**src/rtl/hamming_pkg.sv**
```systemverilog
// rtl/hamming_pkg.sv - shared sizing helpers, code position map and FSM states for the SECDED decoder
package hamming_pkg;

  typedef enum logic [1:0] {
    COLLECT,
    DECODE,
    OUTPUT
  } state_t;

  function automatic int code_n(input int m);
    return 1 << m;
  endfunction

  function automatic int data_k(input int m);
    return (1 << m) - m - 1;
  endfunction

  function automatic bit is_pow2(input int p);
    return (p > 0) && ((p & (p - 1)) == 0);
  endfunction

  // Data bit idx lives at the idx-th non-power-of-2 position, counting up from position 3.
  function automatic int data_pos(input int m, input int idx);
    int seen;
    int pos;
    seen = 0;
    pos  = 0;
    for (int p = 3; p < (1 << m); p++) begin
      if (!is_pow2(p)) begin
        if (seen == idx) pos = p;
        seen++;
      end
    end
    return pos;
  endfunction

endpackage

```
**src/rtl/hamming_syndrome.sv**
```systemverilog
// rtl/hamming_syndrome.sv - combinational syndrome, overall parity and single-bit correction
module hamming_syndrome
  import hamming_pkg::*;
#(
  parameter int M = 3
) (
  input  logic [code_n(M)-1:0] code,
  output logic [M-1:0]         syndrome,
  output logic                 parity,
  output logic [code_n(M)-1:0] corrected_code
);

  localparam int N = code_n(M);

  always_comb begin
    syndrome = '0;
    for (int p = 1; p < N; p++) begin
      if (code[p]) syndrome = syndrome ^ M'(p);
    end
    parity = ^code;
    // Odd overall parity means one flipped bit at the syndrome position; s=0 points at the parity bit.
    corrected_code = code;
    if (parity) corrected_code[syndrome] = ~code[syndrome];
  end

endmodule

```
**src/rtl/hamming_secded_rx.sv**
```systemverilog
// rtl/hamming_secded_rx.sv - serial-in SECDED decoder with handshaked output and error statistics
module hamming_secded_rx
  import hamming_pkg::*;
#(
  parameter int M         = 3,
  parameter bit LSB_FIRST = 1'b1,
  parameter int CNT_W     = 16
) (
  input  logic                 clk,
  input  logic                 reset,
  input  logic                 in_bit,
  input  logic                 in_valid,
  output logic                 in_ready,
  output logic [data_k(M)-1:0] out_data,
  output logic                 out_valid,
  input  logic                 out_ready,
  output logic                 out_corrected,
  output logic                 out_uncorrectable,
  output logic [M-1:0]         out_syndrome,
  input  logic                 clr_stats,
  output logic [CNT_W-1:0]     cnt_corrected,
  output logic [CNT_W-1:0]     cnt_uncorrectable
);

  localparam int N = code_n(M);
  localparam int K = data_k(M);

  state_t         state;
  state_t         state_nxt;
  logic [M-1:0]   bit_cnt;
  logic [M-1:0]   wr_pos;
  logic [N-1:0]   code_q;
  logic [N-1:0]   fixed_code;
  logic [M-1:0]   syn;
  logic           par;
  logic [K-1:0]   data_raw;
  logic [K-1:0]   data_fixed;
  logic           accept;
  logic           handshake;
  logic           is_corr;
  logic           is_unc;
  logic           unused_check_bits;

  assign in_ready  = (state == COLLECT);
  assign out_valid = (state == OUTPUT);
  assign accept    = in_valid && in_ready;
  assign handshake = out_valid && out_ready;

  // N is a power of two, so N-1-cnt is just the bitwise inverse of the counter.
  assign wr_pos = LSB_FIRST ? bit_cnt : ~bit_cnt;

  hamming_syndrome #(
    .M (M)
  ) u_syndrome (
    .code           (code_q),
    .syndrome       (syn),
    .parity         (par),
    .corrected_code (fixed_code)
  );

  assign is_corr = par;
  assign is_unc  = !par && (syn != '0);

  for (genvar i = 0; i < K; i++) begin : g_data
    localparam int POS = data_pos(M, i);
    assign data_raw[i]   = code_q[POS];
    assign data_fixed[i] = fixed_code[POS];
  end

  // Check-bit positions of the corrected word are not presented downstream.
  assign unused_check_bits = ^fixed_code;

  always_comb begin
    state_nxt = state;
    case (state)
      COLLECT: if (accept && (&bit_cnt)) state_nxt = DECODE;
      DECODE:  state_nxt = OUTPUT;
      OUTPUT:  if (handshake) state_nxt = COLLECT;
      default: state_nxt = COLLECT;
    endcase
  end

  always_ff @(posedge clk) begin
    if (reset) state <= COLLECT;
    else       state <= state_nxt;
  end

  always_ff @(posedge clk) begin
    if (reset) begin
      bit_cnt <= '0;
      code_q  <= '0;
    end else if (accept) begin
      code_q[wr_pos] <= in_bit;
      bit_cnt        <= bit_cnt + 1'b1;
    end
  end

  always_ff @(posedge clk) begin
    if (reset) begin
      out_data          <= '0;
      out_syndrome      <= '0;
      out_corrected     <= 1'b0;
      out_uncorrectable <= 1'b0;
    end else if (state == DECODE) begin
      out_data          <= is_unc ? data_raw : data_fixed;
      out_syndrome      <= syn;
      out_corrected     <= is_corr;
      out_uncorrectable <= is_unc;
    end
  end

  always_ff @(posedge clk) begin
    if (reset || clr_stats) begin
      cnt_corrected     <= '0;
      cnt_uncorrectable <= '0;
    end else if (state == DECODE) begin
      if (is_corr && (cnt_corrected != '1))     cnt_corrected     <= cnt_corrected + 1'b1;
      if (is_unc && (cnt_uncorrectable != '1)) cnt_uncorrectable <= cnt_uncorrectable + 1'b1;
    end
  end

endmodule

```
**config.mk**
```make
export PLATFORM = sky130hd
export DESIGN_NAME = hamming_secded_rx
export DESIGN_NICKNAME = d
export VERILOG_FILES = /design/src/rtl/hamming_pkg.sv /design/src/rtl/hamming_syndrome.sv /design/src/rtl/hamming_secded_rx.sv
export SDC_FILE = /design/constraint.sdc
export NUM_CORES = 1
export LEC_CHECK = 0
export CAP_MARGIN = 30
export CORE_ASPECT_RATIO = 1.75
export CORE_MARGIN = 4
export CORE_UTILIZATION = 50
export CTS_CLUSTER_SIZE = 25
export DETAILED_ROUTE_END_ITERATION = 16
export PLACE_DENSITY = 0.76
export REMOVE_ABC_BUFFERS = 1
export SKIP_CTS_REPAIR_TIMING = 1
export SLEW_MARGIN = 20
export SYNTH_ARGS = -nofsm -noshare
export SYNTH_HDL_FRONTEND = slang
export SYNTH_SLANG_ARGS = --single-unit
```
**constraint.sdc**
```tcl
create_clock -name clk -period 5.6 [get_ports clk]
set_input_delay 1.12 -clock clk [delete_from_list [all_inputs] [get_ports clk]]
set_output_delay 1.12 -clock clk [all_outputs]
set_load 0.05 [all_outputs]
```
==> results.sh, run 1 <==
export IMPL_setup_violations=0
export IMPL_place_congestion=0.814
export IMPL_grt_use_total=0.189
export IMPL_fp_dieW_um=66.7
export IMPL_report_final_slew_viol_count=0
export IMPL_dieArea_um2=7380
export IMPL_regToRegEndpoint="cnt_corrected[15]"
export IMPL_area_growth_pct=20.1
export IMPL_cts_tree="built"
export IMPL_p_leak_nw=1.28
export IMPL_hold_class="flip-flop to flip-flop"
export IMPL_antennaDiodeCount=0
export IMPL_synth_cell_type_count=51
export IMPL_startpoint_type="flip-flop"
export IMPL_crit_path_start="code_q[7]"
export IMPL_drt_pre_antenna_iters=4
export IMPL_synth_warnings=0
export IMPL_synth_compound_area_frac=0.183
export IMPL_dp_hpwl_um=5090
export IMPL_cap_violations=0
export IMPL_switching_share=0.236
export IMPL_power_density_nw_per_um2=195
export IMPL_post_route_util=0.616
export IMPL_vias_per_cell=5.84
export IMPL_crit_required_ps=5820
export IMPL_path_clk_slew_ps=100
export IMPL_synthCells=374
export IMPL_crit_arrival_ps=3140
export IMPL_tightest_slew_ps=827
export IMPL_synth_top_family_by_area="simple AND/OR/NAND/NOR gates"
export IMPL_nets=417
export IMPL_wl_per_cell_um=14.1
export IMPL_fmax_mhz=342
export IMPL_row_count=37
export IMPL_postPlaceCellArea_um2=3510
export IMPL_grt_max_degree=32
export IMPL_root_buffer="clkbuf_8"
export IMPL_synthTopCellsByArea="dfxtp_1, xnor2_1, nor2_1"
export IMPL_r2r_start="code_q[7]"
export IMPL_synth_top_area_share=0.359
export IMPL_synth_xor_area_frac=0.0897
export IMPL_slew_headroom=0.444
export IMPL_reg2reg_depth=7
export IMPL_outcome="completed"
export IMPL_worstSetupPathType="flip-flop to flip-flop"
export IMPL_die_h_um=111
export IMPL_drc=0
export IMPL_fin_skew_ps=10.7
export IMPL_synth_fa_ha_area_frac=0.0166
export IMPL_synth_cell_area_um2=3010
export IMPL_combinationalPowerShare=0.063
export IMPL_grt_pass1_wl_um=11300
export IMPL_grt_ovfl_total=0
export IMPL_clockBufferDepth=2
export IMPL_ys_seq_area_frac=0.359
export IMPL_cp_end_kind="flip-flop"
export IMPL_holdWs_ps=475
export IMPL_numCtsBuffers=5
export IMPL_synth_edf_count=0
export IMPL_r2r_slack_ps=2680
export IMPL_final_cell_area_um2=3620
export IMPL_postSynth_asyncResetShare=0
export IMPL_seqPwrFrac=0.557
export IMPL_grt_setup_unrepaired="false"
export IMPL_ir_drop_mv=0.249
export IMPL_antenna_found_initial=0
export IMPL_synth_top_area_cell="dfxtp_1"
export IMPL_synth_mux_area_fraction=0.0266
export IMPL_setup_tns_ps=0
export IMPL_synthSimpleGateAreaFrac=0.286
export IMPL_grt_pass1_vias=2516
export IMPL_vias=2836
export IMPL_cp_endpoint="cnt_corrected[15]"
export IMPL_p_clk_frac=0.380
export IMPL_power_internal_mw=0.538
export IMPL_power_switching_mw=0.166
export IMPL_core_area_um2=5880
export IMPL_initial_core_util=0.513
export IMPL_clk_insertion_delay_late_ps=310
export IMPL_hold_violations=0
export IMPL_ant_nets=0
export IMPL_ys_seq_elements=54
export IMPL_yosys_most_used_dff="dfxtp_1"
export IMPL_syn_area_per_cell_um2=8.06
export IMPL_cts_sinks=54
export IMPL_period_needed_ps=2920
export IMPL_totalWireLength_um=6870
export IMPL_critPathMaxFanout=13
export IMPL_dr_first_iter_drc_count=212
export IMPL_p_total_mw=0.704
export IMPL_ios=49
export IMPL_numPortBuffers=48
export IMPL_fill_cells=564
export IMPL_h_tree_depth=2
export IMPL_mostFrequentLayoutCells="dfxtp_1, nor2_1, clkdlybuf4s50_1"
export IMPL_layout_commonest_cell="dfxtp_1"
export IMPL_drive_gt1_frac=0.0564
export IMPL_finalCritPeriodShare=0.522
-- cells in the mapped netlist (6+ instances only) --
| cell type | n |
|---|---|
| nand3_1 | 24 |
| a31o_2 | 7 |
| o31ai_1 | 7 |
| a41o_1 | 7 |
| nand2_1 | 37 |
| mux2i_1 | 8 |
| xnor2_1 | 22 |
| dfxtp_1 | 54 |
| a31oi_1 | 8 |
| and3_1 | 7 |
| nor2_1 | 51 |
| clkbuf_1 | 20 |
| a21oi_1 | 22 |
| nor4_1 | 11 |
| nor2b_1 | 6 |
| xor2_1 | 7 |
-- worst max-delay path, cell delays in order, from the launching register on --
cell	delay [ps]
dfxtp_1	660
xor2_2	440
xnor2_1	230
xnor2_1	170
buf_4	190
nor4_2	730
a31oi_1	170
a41o_1	230
-- state kept, by name, summed over array words and instances, names as in the netlist --
name               cells
out_syndrome           3
bit_cnt                3
state                  2
out_uncorrectable      1
code_q                 8
cnt_corrected         16
out_corrected          1
cnt_uncorrectable     16
out_data               4
-- final cells by class --
cell class / count / area, um^2 / share of cell area
tap: 78 / 97.6 / 0.0270
multi-input combinational: 292 / 1810 / 0.501
sequential: 54 / 1080 / 0.299
timing repair buffer: 51 / 503 / 0.139
clock buffer: 5 / 68.8 / 0.0190
inverter: 3 / 11.3 / 0.00311
clock inverter: 3 / 43.8 / 0.0121
-- metal layers --
metal | wire, um | track usage | vias up
met5 | 0 | 0 | -
met4 | 115 | 0.0665 | 0
met3 | 248 | 0.0254 | 9
met2 | 3800 | 0.356 | 49
met1 | 2710 | 0.204 | 1343
li1 | - | - | 1435
-- power groups by stage --
stage	combinational [mW]	clock, mW	sequential [mW]
finish	0.0447	0.267	0.392
global route	0.0499	0.290	0.393
CTS	0.0447	0.274	0.392
detailed placement	0.0447	0	0.401
global placement	0.0436	0	0.401
floorplan	0.0287	0	0.399
-- cells by family after synthesis --
family          Yosys count
mux                       8
buf+inv                  28
flops                    54
simple gates            173
xor+xnor                 30
compound gates           77
fa+ha+maj                 4
-- worst min path at each step --
stage | from | endpoint | slack [ps] | cells past startpoint
global route | out_uncorrectable | out_uncorrectable | 510 | 2
CTS | out_uncorrectable | out_uncorrectable | 480 | 2
global placement | out_uncorrectable | out_uncorrectable | 460 | 2
finish | out_uncorrectable | out_uncorrectable | 470 | 2
floorplan | code_q[0] | code_q[0] | 460 | 2
detailed placement | out_uncorrectable | out_uncorrectable | 460 | 2
-- per-stage QoR --
step           setup WS [ps]  instances
6_report                2680        486
5_1_grt                 2450        486
4_1_cts                 2690        486
3_5_place_dp            2690        478
3_3_place_gp            2740        478
2_1_floorplan           3120        349
No activity file was read; power rests on OpenSTA's default activity.
==> run 2, diff against run 1 <==
==> constraint.sdc (replaced) <==
create_clock -name clk -period 2.7 [get_ports clk]
set_input_delay 0.54 -clock clk [delete_from_list [all_inputs] [get_ports clk]]
set_output_delay 0.54 -clock clk [all_outputs]
set_load 0.05 [all_outputs]
==> run 2 against run 1 <==
Net effect:
- critical path depth shrank 1
- critical path type unchanged
- critical endpoint is now cnt_uncorrectable[5]
- utilization increased by 2.3 points
- cell area rose by 3.7%
- sequential power up 110%
- flip-flop and latch count unchanged
- global-route usage grew 1.1 points
- largest power group unchanged
- register-to-register slack got worse by 2500 ps
- wire length increased by 5.1%
- fmax rose by 15%
==> results.sh, run 2 (synthesis results as in run 1) <==
export IMPL_power_density_nw_per_um2=416
export IMPL_slowest_delay_ps=550
export IMPL_row_count=37
export IMPL_hold_class="flip-flop to flip-flop"
export IMPL_area_growth_pct=24.5
export IMPL_finalCritPeriodShare=0.943
export IMPL_dp_cells=489
export IMPL_multiInputGateArea_um2=1840
export IMPL_crit_required_ps=2930
export IMPL_regToRegEndpoint="cnt_uncorrectable[5]"
export IMPL_antenna_found_initial=0
export IMPL_startpoint_type="flip-flop"
export IMPL_layout_commonest_cell="dfxtp_1"
export IMPL_fin_cells=497
export IMPL_nets=428
export IMPL_ir_drop_mv=0.441
export IMPL_h_tree_depth=2
export IMPL_dr_first_iter_drc_count=203
export IMPL_path_clk_slew_ps=100
export IMPL_setup_tns_ps=0
export IMPL_period_needed_ps=2550
export IMPL_grt_setup_unrepaired="false"
export IMPL_outcome="completed"
export IMPL_fill_cells=525
export IMPL_dieArea_um2=7380
export IMPL_drt_pre_antenna_iters=7
export IMPL_holdPathStages=2
export IMPL_clockBufferDepth=2
export IMPL_fp_dieW_um=66.7
export IMPL_grt_max_degree=32
export IMPL_worstSetupPathType="flip-flop to flip-flop"
export IMPL_vias_per_cell=5.83
export IMPL_clk_insertion_delay_late_ps=310
export IMPL_setup_violations=0
export IMPL_crit_path_cell_trace="xnor2_1 -> xnor2_1 -> a211o_1 -> a21o_1 -> or4_1 -> a21oi_1"
export IMPL_ff_latch_area_um2=1080
export IMPL_slew_headroom=0.550
export IMPL_critPathMaxFanout=14
export IMPL_mostFrequentLayoutCells="dfxtp_1, nor2_1, clkdlybuf4s50_1"
export IMPL_r2r_start="code_q[7]"
export IMPL_cp_end_kind="flip-flop"
export IMPL_ant_nets=0
export IMPL_wl_per_cell_um=14.5
export IMPL_fin_skew_ps=15.8
export IMPL_report_final_slew_viol_count=0
export IMPL_initial_core_util=0.513
export IMPL_hold_violations=0
export IMPL_tightest_slew_ps=670
export IMPL_grt_pass1_vias=2684
export IMPL_fmax_mhz=393
export IMPL_r2r_slack_ps=150
export IMPL_grt_use_total=0.200
export IMPL_largestRegisters="cnt_corrected: 16 flops, cnt_uncorrectable: 16 flops, code_q: 8 flops"
export IMPL_drive_gt1_frac=0.0859
export IMPL_ios=49
export IMPL_cts_sinks=54
export IMPL_cp_slowest_cell="or4_1"
export IMPL_dp_hpwl_um=5500
export IMPL_cts_tree="built"
export IMPL_numPortBuffers=48
export IMPL_grt_ovfl_total=0
export IMPL_p_leak_nw=1.36
export IMPL_core_area_um2=5880
export IMPL_crit_arrival_ps=2780
export IMPL_numCtsBuffers=5
export IMPL_cap_violations=0
export IMPL_place_congestion=0.837
export IMPL_reg2reg_depth=6
export IMPL_root_buffer="clkbuf_8"
export IMPL_totalWireLength_um=7220
export IMPL_crit_path_frequent_cell="xnor2_1"
export IMPL_antennaDiodeCount=0
export IMPL_drc=0
export IMPL_grt_pass1_wl_um=12000
export IMPL_crit_path_start="code_q[7]"
export IMPL_cp_endpoint="cnt_uncorrectable[5]"
export IMPL_vias=2896
export IMPL_die_h_um=111
run 2: cell types whose count changed in the layout (fill, tap and decap cells not counted), sizes merged:
cell and change:
buf +11, bufinv +1, inv -1
run 2: metal layers:
layer  GRT usage  wire [um]
met4      0.0733        206
met5           0          0
met3      0.0294        244
met1       0.213       2790
met2       0.376       3980
run 2: final cells by class:
class | instances | share of cell area
multi-input combinational | 292 | 0.490
clock inverter | 3 | 0.0183
inverter | 3 | 0.00300
sequential | 54 | 0.288
clock buffer | 5 | 0.0183
tap | 78 | 0.0260
timing repair buffer | 62 | 0.156
run 2: worst min path at each step:
stage / startpoint / to
finish: out_uncorrectable / out_uncorrectable
global route: out_uncorrectable / out_uncorrectable
CTS: out_uncorrectable / out_uncorrectable
detailed placement: out_uncorrectable / out_uncorrectable
global placement: out_uncorrectable / out_uncorrectable
floorplan: code_q[0] / code_q[0]
run 2: worst max-delay path, delay by kind of cell (launching register included):
family          cells  cell delay, ps
xor+xnor            2             690
compound gates      3             820
flops               1             430
simple gates        1             550
run 2: report_power, final:
part           switching, mW  internal (mW)
Combinational         0.0624         0.0404
Sequential           0.00870          0.801
Clock                  0.275          0.372
run 2: per-stage QoR:
stage                     power [mW]   util  cell area [um^2]  worst slack [ps]  hold slack (ps)
after floorplan                0.888      -              2910               217              460
after global placement         0.926  0.611              3590               251              452
after detailed placement       0.929  0.611              3590               166              455
after CTS                       1.57  0.634              3730               119              472
after global routing            1.62  0.638              3750              44.6              507
final                           1.56  0.638              3750               154              468
==> run 3, diff against run 2 <==
--- a/config.mk
+++ b/config.mk
@@ -14,7 +14,6 @@
 export PLACE_DENSITY = 0.76
 export REMOVE_ABC_BUFFERS = 1
 export SKIP_CTS_REPAIR_TIMING = 1
-export SLEW_MARGIN = 20
 export SYNTH_ARGS = -nofsm -noshare
 export SYNTH_HDL_FRONTEND = slang
 export SYNTH_SLANG_ARGS = --single-unit
==> results of run 3 <==
Final layout, timing and power as in run 2 (identical DEF).
